### src/rtl/tt_sweep.sv
// tt_sweep: exhaustive truth-table sweeper for a small combinational function.
// Steps a 3- or 4-bit input vector through every row. Each row is held for
// SETTLE cycles, then the function output is sampled and compared against a
// golden table that was captured when the sweep started.
//
// Parameters
//   SETTLE         cycles each vector is held before sampling (1..15)
// Ports
//   clk            clock, rising edge
//   rst            synchronous reset, active high
//   start          begin a sweep (accepted only when idle)
//   mode4          1: 16 rows (4-input), 0: 8 rows (3-input); captured on start
//   expected[15:0] golden truth table, bit i = row i; captured on start
//   f_in           output of the function under test
//   vec_out[3:0]   current input vector
//   busy           sweep in progress
//   done           one-cycle pulse at sweep completion
//   table_out      observed truth table
//   err_count      number of mismatching rows
//   first_err_idx  lowest mismatching row (0 if none)
//   mismatch       err_count is nonzero
//
// state  | meaning
// IDLE   | waiting for start; results held
// WAIT   | vector applied, settling for SETTLE cycles
// SAMPLE | capture f_in for the current row, advance or finish
// DONE   | one-cycle completion pulse
module tt_sweep #(
  parameter int SETTLE = 1
) (
  input  logic        clk,
  input  logic        rst,
  input  logic        start,
  input  logic        mode4,
  input  logic [15:0] expected,
  input  logic        f_in,
  output logic [3:0]  vec_out,
  output logic        busy,
  output logic        done,
  output logic [15:0] table_out,
  output logic [4:0]  err_count,
  output logic [3:0]  first_err_idx,
  output logic        mismatch
);

  typedef enum logic [1:0] {IDLE, WAIT, SAMPLE, DONE} state_t;

  localparam logic [3:0] SETTLE_M1 = 4'(SETTLE - 1);
  localparam logic [4:0] ERR_MAX   = 5'd16;

  state_t      state, state_nxt;
  logic [3:0]  idx;
  logic [3:0]  cnt;
  logic        mode_q;
  logic [15:0] exp_q;
  logic        last_row;
  logic        row_err;

  assign last_row = mode_q ? (idx == 4'd15) : (idx == 4'd7);
  assign row_err  = (f_in != exp_q[idx]);

  always_ff @(posedge clk) begin
    if (rst) state <= IDLE;
    else     state <= state_nxt;
  end

  always_comb begin
    state_nxt = state;
    case (state)
      IDLE:    if (start) state_nxt = WAIT;
      WAIT:    if (cnt == 4'd0) state_nxt = SAMPLE;
      SAMPLE:  state_nxt = last_row ? DONE : WAIT;
      DONE:    state_nxt = IDLE;
      default: state_nxt = IDLE;
    endcase
  end

  // Settle timer is a down-counter reloaded with SETTLE-1 on every new vector,
  // so WAIT occupies exactly SETTLE cycles.
  always_ff @(posedge clk) begin
    if (rst) begin
      idx           <= 4'd0;
      cnt           <= 4'd0;
      mode_q        <= 1'b0;
      exp_q         <= 16'd0;
      table_out     <= 16'd0;
      err_count     <= 5'd0;
      first_err_idx <= 4'd0;
    end else begin
      case (state)
        IDLE: begin
          if (start) begin
            idx           <= 4'd0;
            cnt           <= SETTLE_M1;
            mode_q        <= mode4;
            exp_q         <= expected;
            table_out     <= 16'd0;
            err_count     <= 5'd0;
            first_err_idx <= 4'd0;
          end
        end
        WAIT: begin
          if (cnt != 4'd0) cnt <= cnt - 4'd1;
        end
        SAMPLE: begin
          table_out[idx] <= f_in;
          if (row_err) begin
            if (err_count != ERR_MAX) err_count <= err_count + 5'd1;
            if (err_count == 5'd0)    first_err_idx <= idx;
          end
          if (!last_row) begin
            idx <= idx + 4'd1;
            cnt <= SETTLE_M1;
          end
        end
        default: ;
      endcase
    end
  end

  // idx never exceeds 7 in 3-input mode, so vec_out[3] stays low there.
  assign vec_out  = idx;
  assign busy     = (state == WAIT) || (state == SAMPLE);
  assign done     = (state == DONE);
  assign mismatch = (err_count != 5'd0);

endmodule

### config.mk
export PLATFORM = sky130hd
export DESIGN_NAME = tt_sweep
export DESIGN_NICKNAME = d
export VERILOG_FILES = /design/src/rtl/tt_sweep.sv
export SDC_FILE = /design/constraint.sdc
export NUM_CORES = 1
export LEC_CHECK = 0
export CORE_ASPECT_RATIO = 0.6
export CORE_MARGIN = 3
export CORE_UTILIZATION = 56
export DETAILED_ROUTE_END_ITERATION = 10
export PLACE_DENSITY = 0.85
export SYNTH_ARGS = -nofsm -noshare
export SYNTH_HDL_FRONTEND = slang
export SYNTH_SLANG_ARGS = --single-unit
### constraint.sdc
create_clock -name clk -period 3.4 [get_ports clk]
set_input_delay 1.02 -clock clk [delete_from_list [all_inputs] [get_ports clk]]
set_output_delay 1.02 -clock clk [all_outputs]
set_load 0.01 [all_outputs]
Word level (Yosys, flattened, before mapping) --
Index checks and enable logic that the tools add are counted. W data, S select, Z words.
Cells by class: add/sub/neg operators 3, magnitude comparators 2, eq/ne operators 14, muxes and demuxes 25, reduce and logical (&&, ||, !) cells 16
Operators with widths (number):
- $pmux W16 S2 | 1
- $mux W4 | 6
- $bwmux W16 | 1
- $mux W16 | 1
- $pmux W4 S2 | 2
- $mux W5 | 3
- $ne A2 B2 Y1 const B | 7
- $pmux W4 S3 | 1
- $reduce_and A4 Y1 | 3
- $pmux W5 S2 | 1
- $pmux W2 S4 | 1
- $mux W2 | 3
- $reduce_and A2 Y1 | 3
- $add A5 B1 Y5 const B | 1
- $logic_not A5 Y1 | 1
- $lt A4 B5 Y1 const B | 1
- $ne A5 B5 Y1 const B | 1
- $reduce_bool A5 Y1 | 1
- $add A4 B1 Y4 const B | 1
- $bmux W1 S4 | 1
- $demux W1 S4 | 1
- $eq A2 B2 Y1 const B | 2
- $eq A4 B3 Y1 const B | 1
- $eq A4 B4 Y1 const B | 1
- other kinds (13) | 15
Storage, ports and cells: flip-flop bits (word level) 52, input bits 21, output and inout port bits 32, word-level logic and storage cells 68

Depth between registers and ports, before layout --
Gate-level depths: netlist (run 1).
depth in word-level cells 6, mapped depth 8, depth with buffers taken out 7

Worst setup path after synthesis (run 1) --
No wires, ideal clock.
path type input port to flip-flop, from input port start, to register cnt[3], data arrival time 2.124 ns, required time 3.329 ns, path slack 1.205 ns, stages on the path 5, buffers on the path 0, cell sequence nand2b_1 nand2b_1 a311o_1 or4b_1 a21oi_1
On the way: cells in the longest elaborated chain, start to end 2
Ends and longest elaborated chain:
- from (decl) | line 33 | input logic start,
- $ne A2 B2 Y1 (no line)
- $reduce_and A4 Y1 (no line)
- to (signal assigned) | line 103 | if (cnt != 4'd0) cnt <= cnt - 4'd1;
- to (decl) | line 53 | logic [3:0] cnt;
No other way between the ends. A chain may end at the register's enable or synchronous reset.

Worst setup path in the final report (run 1) --
from register err_count[0], to output port mismatch
On the way: cells in the longest elaborated chain, start to end 1
Ends and longest elaborated chain:
- from (decl) | line 41 | output logic [4:0] err_count,
- from (signal assigned) | line 108 | if (err_count != ERR_MAX) err_count <= err_count + 5'd1;
- $reduce_bool A5 Y1 | line 125 | assign mismatch = (err_count != 5'd0);
- to (decl) | line 43 | output logic mismatch
No other way between the ends.

==> reports/summary.md, run 1 <==
The cell sitting at the root of the clock tree is a sky130_fd_sc_hd__clkbuf_8. Measured along the y axis, the die boundary spans 60.4 µm. The number of antenna-violating nets in the routed design is 0, and the count of different cell masters after synthesis is 40.

Placer congestion estimate: 0.828. TritonCTS built the clock tree. The initial utilization of the core area, before any placement, comes to 59.3%.

Once the clock tree was built, the setup fixing pass inserted 0 buffers. The number of nets in the synthesized netlist is 373. The detailed router finished its first iteration with 135 violations. After synthesis, the mean cell area works out to 8.15 µm².

The repair_antennas step left the layout with diodes totalling 0. The flow ran to the end, and the final reports show no timing, DRC or antenna violations. The post-synthesis instance area was 0.00276 mm²; the relative slew slack was 28.2%. Along the worst path, the maximum fanout reaches 6. The cell depth of the worst flop-to-flop path is 7, and the number of buffers created by CTS is 5. For the worst setup path, the data required time is 2.38 ns.

The final-report setup violation count was 0; the mean routed wirelength per cell was 14.7 µm. The run gives 10,900 µm as the global-route wire length before repair. The source of the worst register-to-register timing path was state[0]. The clock arrives with 0.0104 ns of skew. The worst hold path begins at exp_q[9]. For this block, the routed nets add up to 6540 µm of wire. Number of cells in the design after placement: 437. The number of port buffers works out to 52.

STA classifies the critical path endpoint as an output pin. Entering global routing, the biggest net connects 46 pins. Class of the tightest hold or removal check: flip-flop to flip-flop. The floorplan has 19 rows.

In this run the critical register-to-register path is captured at table_out[10]. The area growth from synthesis to final layout was 21.6%; the reg2reg setup slack was 0.82 ns. The run gives 0 as the count of max-cap constraint violations.

The proportion of layout cells with a drive suffix above 1 was 4.71%. The count of cells in the finished layout, fillers not included, comes to 445. The tree built by TritonCTS fans out to 52 sinks. Counting flops and latches in the post-synthesis netlist gives 52.

The Yosys step of the flow raised 0 warnings. Final critical-path share of the clock period: 90.0%. Across the VDD grid, the largest voltage drop is 0.402 mV.

Count of cells resized by post-cts repair: 0. After detailed routing, the number of vias per cell comes to 5.68. The setup path with the least slack is of type flip-flop to output pin.

The clock reaches the later pin of the worst-skew pair after 0.31 ns. Counting the fill cells in the layout gives 376. The detailed router placed 2,527 vias in this run. The number of optimization iterations in the first detailed-route pass is 5, and the hold-fix buffer count after cts is 0.

In this run the static leakage power is 0.00118 µW. The total negative setup slack was 0 ns. The number of design rule violations left after detail routing is 0, and the number of standard cells after synthesis is 339. In this run the number of H-tree levels came out at 2.

The cell depth of the worst hold path is 2. The tools report the number of global-route vias before repair as 2,351. Final hold violation count: 0. The logs give 2 for the buffer levels on the longest clock path and 4640 µm for the HPWL reported at the end of detailed placement. Timing-limited maximum frequency: 327 MHz.

For hold timing, the worst endpoint is exp_q[9]. For the placeable core area, the log shows 0.00466 mm². The die is 96.7 µm wide. The portion of the post-synthesis area used by sequential elements was 37.7%. Setup repair after global routing left no endpoint under its margin.

The power density over the cells is 534 mW/mm², and the minimum period implied by the final worst setup slack is 3.06 ns. For the pin with the worst max-slew slack, the measured transition is 1.07 ns. In the final design database the tool counted 415 nets.

The logs give 0 for the number of slew-limit violations in the final report and 0 for the initial antenna violation count. The total congestion overflow came out at 0. Clock-pin slew was measured on the worst setup and hold paths at 0.10 ns. The floorplan step defined a die boundary enclosing 0.00584 mm².

The I/O pin count is 53. STA classifies the critical path startpoint as a flip-flop. Across every metal layer, demand over resource in global routing totals 23.0%. At the worst endpoint, the arrival time is 2.04 ns.
## synthesized netlist by cell type (all sizes together)
cell	n	area (µm²)
a21boi	2	15.0
and2	2	12.5
dlygate4sd1	1	8.76
a211oi	1	7.51
mux4	2	45.0
ha	13	163
mux2i	19	190
inv	26	97.6
o22ai	1	12.5
o21ai	15	75.1
mux2	1	11.3
a311o	1	10.0
a22oi	5	37.5
buf	6	56.3
clkbuf	12	45.0
nand2b	4	25.0
o21bai	2	15.0
o32ai	14	123
a21oi	39	195
dlymetal6s4s	1	12.5
o311ai	1	8.76
nand3	14	70.1
or4b	1	10.0
or2	2	12.5
nor2	18	67.6
nand3b	1	7.51
xor2	3	26.3
xnor2	1	8.76
o22a	1	10.0
or4	1	7.51
nor3	3	15.0
nor2b	6	37.5
dfxtp	52	1040
nor3b	3	22.5
or3	2	12.5
nand2	60	225
a21o	2	15.0
or2b	1	7.51
## report_power, final
part / switching (µW) / total, µW / internal, µW
combinational: 421 / 690 / 269
sequential: 54.1 / 728 / 674
clock: 223 / 374 / 152
## how the worst max path moves through the flow
stage / startpoint / end / slack [ns] / depth (start not counted)
floorplan: start / cnt[3] / 1.21 / 5
global placement: start / cnt[3] / 0.57 / 6
detailed placement: start / cnt[3] / 0.48 / 6
CTS: err_count[0] / mismatch / 0.35 / 6
global route: err_count[0] / mismatch / 0.20 / 6
finish: err_count[0] / mismatch / 0.34 / 6
## placed cells by master, fill, tap and decap left out, types with 2 or more instances in the layout
cell type / n
sky130_fd_sc_hd__a21boi_0: 2
sky130_fd_sc_hd__a21o_1: 2
sky130_fd_sc_hd__a21oi_1: 39
sky130_fd_sc_hd__a22oi_1: 5
sky130_fd_sc_hd__and2_1: 2
sky130_fd_sc_hd__buf_4: 3
sky130_fd_sc_hd__clkbuf_8: 5
sky130_fd_sc_hd__clkdlybuf4s50_1: 52
sky130_fd_sc_hd__dfxtp_1: 52
sky130_fd_sc_hd__ha_1: 13
sky130_fd_sc_hd__inv_1: 26
sky130_fd_sc_hd__mux2i_1: 19
sky130_fd_sc_hd__mux4_2: 2
sky130_fd_sc_hd__nand2_1: 60
sky130_fd_sc_hd__nand2b_1: 4
sky130_fd_sc_hd__nand3_1: 14
sky130_fd_sc_hd__nor2_1: 18
sky130_fd_sc_hd__nor2b_1: 6
sky130_fd_sc_hd__nor3_1: 3
sky130_fd_sc_hd__nor3b_1: 3
sky130_fd_sc_hd__o21ai_0: 13
sky130_fd_sc_hd__o21ai_1: 2
sky130_fd_sc_hd__o21bai_1: 2
sky130_fd_sc_hd__o32ai_1: 14
sky130_fd_sc_hd__or2_2: 2
sky130_fd_sc_hd__or3_1: 2
sky130_fd_sc_hd__xor2_1: 3
## worst max-delay path: stages (launching register included)
cell,delay [ns]
sky130_fd_sc_hd__dfxtp_1,0.38
sky130_fd_sc_hd__inv_1,0.08
sky130_fd_sc_hd__ha_1,0.15
sky130_fd_sc_hd__nor3b_1,0.43
sky130_fd_sc_hd__nor2b_1,0.19
sky130_fd_sc_hd__inv_1,0.04
sky130_fd_sc_hd__clkdlybuf4s50_1,0.46
## cell type report
cell class / instances / area (µm²) / share of cell area [%]
Sequential cell: 52 / 1040 / 31.0
Multi-Input combinational cell: 241 / 1500 / 44.7
Clock inverter: 3 / 27.5 / 0.820
Clock buffer: 5 / 68.8 / 2.05
Tap cell: 63 / 78.8 / 2.35
Inverter: 26 / 97.6 / 2.91
Timing Repair Buffer: 55 / 543 / 16.2
## per-stage QoR
step           total power (µW)  setup WS (ns)  utilization [%]  cell area, µm²  hold slack, ns
2_1_floorplan              1240           1.21                -            2760           0.436
3_3_place_gp               1390          0.569             70.0            3260           0.443
3_5_place_dp               1420          0.482             70.0            3260           0.446
4_1_cts                    1790          0.355             72.1            3360           0.461
5_1_grt                    1910          0.195             72.1            3360           0.483
6_report                   1790          0.341             72.1            3360           0.458
## kinds of logic after synthesis
| kind of cell | after synthesis | share of synthesized area [%] |
|---|---|---|
| flip-flops | 52 | 37.7 |
| XOR/XNOR | 4 | 1.27 |
| adder cells (fa/ha/maj) | 13 | 5.89 |
| buffers and inverters | 46 | 7.97 |
| multiplexers | 22 | 8.92 |
| AO/OA/AOI/OAI | 84 | 19.0 |
| AND/OR/NAND/NOR | 118 | 19.3 |
## routing by layer
| layer | vias to the layer above | part of all wire, % | track usage [%] | wire length, µm |
|---|---|---|---|---|
| li1 | 1250 | - | - | - |
| met5 | - | 0 | 0 | 0 |
| met4 | 0 | 1.2 | 8.20 | 76 |
| met3 | 6 | 6.5 | 5.63 | 425 |
| met1 | 1181 | 48 | 31.2 | 3130 |
| met2 | 90 | 44 | 36.9 | 2910 |
## registers in the layout (all words and copies together) (netlist names)
register	cells
exp_q	16
vec_out	4
table_out	16
first_err_idx	4
state	2
err_count	5
cnt	4
mode_q	1
Note: power is estimated with default switching activity, not from simulation.
==> inputs of run 2 (changes only) <==
SETUP_SLACK_MARGIN = 0.05   (was not set)
==> results of run 2 <==
The final DEF is identical to that of run 1; final timing and power are the same.
